--- config.mk ---
export PLATFORM = sky130hd
export DESIGN_NAME = wb_mem_slave
export DESIGN_NICKNAME = d
export VERILOG_FILES = /design/src/rtl/wb_mem_slave.sv
export SDC_FILE = /design/constraint.sdc
export NUM_CORES = 1
export LEC_CHECK = 0
export BUFFER_PORTS_ARGS = -buffer_cell sky130_fd_sc_hd__buf_2
export CORE_ASPECT_RATIO = 2
export CORE_MARGIN = 2
export CORE_UTILIZATION = 50
export DETAILED_ROUTE_END_ITERATION = 8
export GPL_TIMING_DRIVEN = 0
export PLACE_DENSITY_LB_ADDON = 0.1
export RECOVER_POWER = 50
export SYNTH_ARGS = -nofsm -noshare
export SYNTH_HDL_FRONTEND = slang
export SYNTH_SLANG_ARGS = --single-unit
--- constraint.sdc ---
create_clock -name i_clk -period 6.7 [get_ports i_clk]
set_input_delay 0.335 -clock i_clk [delete_from_list [all_inputs] [get_ports i_clk]]
set_output_delay 0.335 -clock i_clk [all_outputs]
set_load 0.1 [all_outputs]
--- src/rtl/wb_mem_slave.sv ---
// Pipelined Wishbone B4 memory slave: DEPTH x DW storage, byte-select writes, LATENCY-cycle responses.
// Optional window decode with err responses is enabled by defining WB_MEM_SLAVE_ERR_EN.
module wb_mem_slave #(
  parameter int DW        = 32,
  parameter int AW        = 30,
  parameter int DEPTH     = 8,
  parameter int BASE_ADDR = 0,
  parameter int LATENCY   = 1
) (
  input  logic            i_clk,
  input  logic            i_rst,
  input  logic            i_wb_cyc,
  input  logic            i_wb_stb,
  input  logic            i_wb_we,
  input  logic [AW-1:0]   i_wb_addr,
  input  logic [DW-1:0]   i_wb_data,
  input  logic [DW/8-1:0] i_wb_sel,
  output logic            o_wb_stall,
  output logic            o_wb_ack,
  output logic            o_wb_err,
  output logic [DW-1:0]   o_wb_data,
  output logic [7:0]      o_leds
);

  localparam int IW = $clog2(DEPTH);
  localparam int SW = DW / 8;

  typedef enum logic {ST_INIT, ST_RUN} state_t;

  state_t        state;
  logic [IW-1:0] init_idx;
  logic [DW-1:0] mem [DEPTH];

  logic          accept;
  logic          in_range;
  logic [IW-1:0] index;
  logic          req_ack;
  logic          req_err;
  logic          req_rd;
  logic [DW-1:0] req_data;

  logic          fin_ack;
  logic          fin_err;
  logic          fin_rd;
  logic [DW-1:0] fin_data;

  // Handshake: a request transfers on any edge where cyc & stb are high and stall is low;
  // every transferred request gets exactly one ack or err pulse LATENCY cycles later, in order,
  // unless cyc drops or reset hits first, in which case all in-flight responses are discarded.
  assign accept = i_wb_cyc && i_wb_stb && !o_wb_stall;

`ifdef WB_MEM_SLAVE_ERR_EN
  logic [AW-1:0] offset;
  // Unsigned wrap makes addresses below the base land far above DEPTH.
  assign offset   = i_wb_addr - AW'(BASE_ADDR);
  assign in_range = offset < AW'(DEPTH);
  assign index    = offset[IW-1:0];
`else
  logic unused_addr;
  assign unused_addr = ^i_wb_addr[AW-1:IW];
  assign in_range    = 1'b1;
  assign index       = i_wb_addr[IW-1:0];
`endif

  assign req_ack  = accept && in_range;
  assign req_err  = accept && !in_range;
  assign req_rd   = accept && in_range && !i_wb_we;
  assign req_data = mem[index];

  generate
    if (LATENCY == 1) begin : g_direct
      assign fin_ack  = req_ack;
      assign fin_err  = req_err;
      assign fin_rd   = req_rd;
      assign fin_data = req_data;
    end else begin : g_pipe
      logic [LATENCY-2:0] p_ack;
      logic [LATENCY-2:0] p_err;
      logic [LATENCY-2:0] p_rd;
      logic [DW-1:0]      p_data [LATENCY-1];

      always_ff @(posedge i_clk) begin
        if (i_rst || !i_wb_cyc) begin
          p_ack <= '0;
          p_err <= '0;
          p_rd  <= '0;
        end else begin
          p_ack[0] <= req_ack;
          p_err[0] <= req_err;
          p_rd[0]  <= req_rd;
          for (int i = 1; i < LATENCY - 1; i++) begin
            p_ack[i] <= p_ack[i-1];
            p_err[i] <= p_err[i-1];
            p_rd[i]  <= p_rd[i-1];
          end
        end
      end

      // Read data travels alongside its flags; the flags alone decide whether it is used.
      always_ff @(posedge i_clk) begin
        p_data[0] <= req_data;
        for (int i = 1; i < LATENCY - 1; i++) begin
          p_data[i] <= p_data[i-1];
        end
      end

      assign fin_ack  = p_ack[LATENCY-2];
      assign fin_err  = p_err[LATENCY-2];
      assign fin_rd   = p_rd[LATENCY-2];
      assign fin_data = p_data[LATENCY-2];
    end
  endgenerate

  always_ff @(posedge i_clk) begin
    if (i_rst) begin
      state      <= ST_INIT;
      init_idx   <= '0;
      o_wb_stall <= 1'b1;
      o_wb_ack   <= 1'b0;
      o_wb_err   <= 1'b0;
      o_wb_data  <= '0;
      o_leds     <= '0;
    end else begin
      o_wb_ack <= fin_ack && i_wb_cyc;
      o_wb_err <= fin_err && i_wb_cyc;
      if (fin_ack && fin_rd && i_wb_cyc) begin
        o_wb_data <= fin_data;
      end
      case (state)
        ST_INIT: begin
          mem[init_idx] <= DW'(init_idx);
          init_idx      <= init_idx + IW'(1);
          if (init_idx == IW'(DEPTH - 1)) begin
            state      <= ST_RUN;
            o_wb_stall <= 1'b0;
            o_leds[7]  <= 1'b1;
          end
        end
        ST_RUN: begin
          if (accept && in_range) begin
            if (i_wb_we) begin
              for (int k = 0; k < SW; k++) begin
                if (i_wb_sel[k]) begin
                  mem[index][8*k +: 8] <= i_wb_data[8*k +: 8];
                end
              end
              o_leds[5:3] <= 3'(index);
            end else begin
              o_leds[2:0] <= 3'(index);
            end
          end
          if (req_err) begin
            o_leds[6] <= 1'b1;
          end
        end
        default: state <= ST_INIT;
      endcase
    end
  end

endmodule

==> flow_summary.toml <==
[run_status]
run_status = "completed"

[clock_tree]
clockBufferDepth = 3
root_buffer = "clkbuf_16"
cts_tree = "built"
ctsHoldBuffers = 0
cts.sinks = 301
cts-htree-levels = 1
clkSlewWorstSetupHoldPaths_ns = 0.07
cts_resized = 0
clock_latency_ns = 0.54
cts_made_buffers = 26
post_cts_buffers = 0

[global_routing]
grt.total_usage = 0.222
grt_max_degree = 17
grt_pass1_vias = 6740
grt_overflow = 0
grt_pass1_wl_mm = 39.6
antenna_found_initial = 0

[power_and_ir_drop]
leakage_nw = 3.92
power.total_mw = 3.75
ir_worst_vdd_uv = 237
cellPowerDensity_nw_per_um2 = 288

[routing]
drc_errors = 0
first_pass_iters = 5
post_drt_wl_per_cell_um = 25.5
drt-total-wl_mm = 26.8
viasPerCell = 5.91
antenna_left = 0
vias = 6207
drt_iter0_drc = 380

[logic_synthesis]
yosysWarnings = 0
synth_top_area_frac = 0.669
ys_types = 33
synth.cell_area_um2 = 11500
synth_cells = 640
synth.avg_cell_area_um2 = 18.0
synth_area_leaders = "edfxtp_1 67%, mux4_2 13%, dfxtp_1 7.8%"
synth_seq_cells = 301
synth.largest_area_cell = "edfxtp_1"
yosysSeqAreaShare = 0.747

[flow_run]
drv_cap = 0

[hold_path]
whs_path_depth = 3
holdPathEnd = "o_leds[0]"
min_from = "i_wb_addr[0]"
hold_class = "input port to flop"

[setup_path]
end_kind = "flop"
crit_fanout = 10
cpPeakStageDelay_ns = 1.17
arrival_ns = 4.09
crit_type = "flop to flop"
slowest_stage = "nor3_1"
r2r_setup_slack_ns = 2.76
crit_chain = "clkbuf_1 > nand2_1 > nor3_1 > mux2i_1 > nor2_1"
r2r-end = "mem[4][12]"
reg2reg_from = "state"
required_ns = 6.85
worstRegToRegCells = 5
start_kind = "flop"

[sta]
slew_headroom = 0.0365
fmax_mhz = 254
finalCritPeriodShare = 0.588
fin_tns_setup_ns = 0
min_period_ns = 3.94
final-hold-violation-count = 0
tightest_slew_ns = 1.43
setup_viol = 0
fin_worst_skew_ns = 0.0197
rsz0062_at_grt = "false"
drv_slew = 0

[cells_and_area]
final_util = 0.575
final_net_count = 824
final_common_cell = "edfxtp_1"
area_growth_pct = 13.3
design_area_um2 = 13000
diodes = 0
instances_no_fill = 1051
drive_gt1_frac = 0.206
final_cell_mix = "256 x edfxtp_1, 74 x nor2_1, 69 x clkbuf_1"

[die]
ioPinCount = 114
start_util = 0.508
rows = 78
coreArea_um2 = 22600
die_h_um = 218
dieWidth_um = 111
die_area_um2 = 24300

[place]
place_hpwl_mm = 18.3
gp_congestion = 0.812
postPlaceCellArea_um2 = 12300
dp_cells = 1003
port_buffers = 82
## worst max-delay path, delay by kind of cell (launching register included)
kind / cells / cell delay, ns
DFF: 1 / 0.31
buffers and inverters: 1 / 0.30
and+or+nand+nor: 3 / 2.30
muxes: 1 / 0.63
## metrics by stage
step | hold WS, ns | setup slack, ns
floorplan | 0.482 | 4.07
global placement | 0.434 | 3.68
detailed placement | 0.444 | 3.60
CTS | 0.130 | 3.72
global route | 0.142 | 2.64
finish | 0.157 | 2.76
## cell families after synthesis
group,share of synthesized area
AO/OA/AOI/OAI,0.0261
XOR/XNOR,0.000762
adder cells (fa/ha/maj),0.00218
buffers and inverters,0.0156
flip-flops,0.747
multiplexers,0.136
other,0.000326
AND/OR/NAND/NOR,0.0726
## where the power goes
part | internal [mW] | switching, mW
combinational | 0.0704 | 0.114
clock | 0.814 | 0.664
sequential | 2.07 | 0.0158
## final cells by class
type / count / area [um^2]
buffer: 39 / 164
clock buffer: 29 / 683
clock inverter: 19 / 153
fill: 1780 / 9610
inverter: 2 / 7.51
multi-input combinational: 299 / 2720
sequential: 301 / 8590
tap: 280 / 350
timing repair buffer: 82 / 359
## Yosys cell counts
cell type,count
nor4bb_1,1
buf_2,14
mux2_4,1
dfxtp_1,45
buf_1,4
o31a_1,1
nand3_1,12
nand2_1,11
ha_1,2
clkbuf_1,19
nor4_4,1
xor2_1,1
nor3_4,1
nor2b_1,4
nand4bb_1,1
mux4_2,64
and3_1,1
buf_4,2
mux2i_1,8
nand2b_1,2
o21ai_0,4
and2_1,30
mux2_2,2
a21oi_1,4
inv_1,2
o22ai_1,36
nor2_1,74
conb_1,1
edfxtp_1,256
o41a_1,1
nor3_1,33
a21o_1,1
o31ai_1,1
## how the worst max path moves through the flow
stage          slack (ns)         end  cells after the start          from
2_1_floorplan        4.07   mem[6][0]                      5    o_wb_stall
3_3_place_gp         3.68  mem[5][10]                      5  i_wb_addr[2]
3_5_place_dp         3.60   mem[5][5]                      5  i_wb_addr[2]
4_1_cts              3.72  mem[2][12]                      5    o_wb_stall
5_1_grt              2.64  mem[1][28]                      5         state
6_report             2.76  mem[4][12]                      5         state
## flip-flops by register name, indices dropped and copies added, names as in the netlist
signal,flops
mem,256
o_wb_data,32
o_leds,7
init_idx,3
o_wb_ack,1
o_wb_stall,1
state,1
## routing by layer
metal	global-route usage	share of wire
met3	0.0258	0.044
met2	0.435	0.57
met5	0	0
met1	0.235	0.34
met4	0.0967	0.038
(Power assumes the default switching activity.)
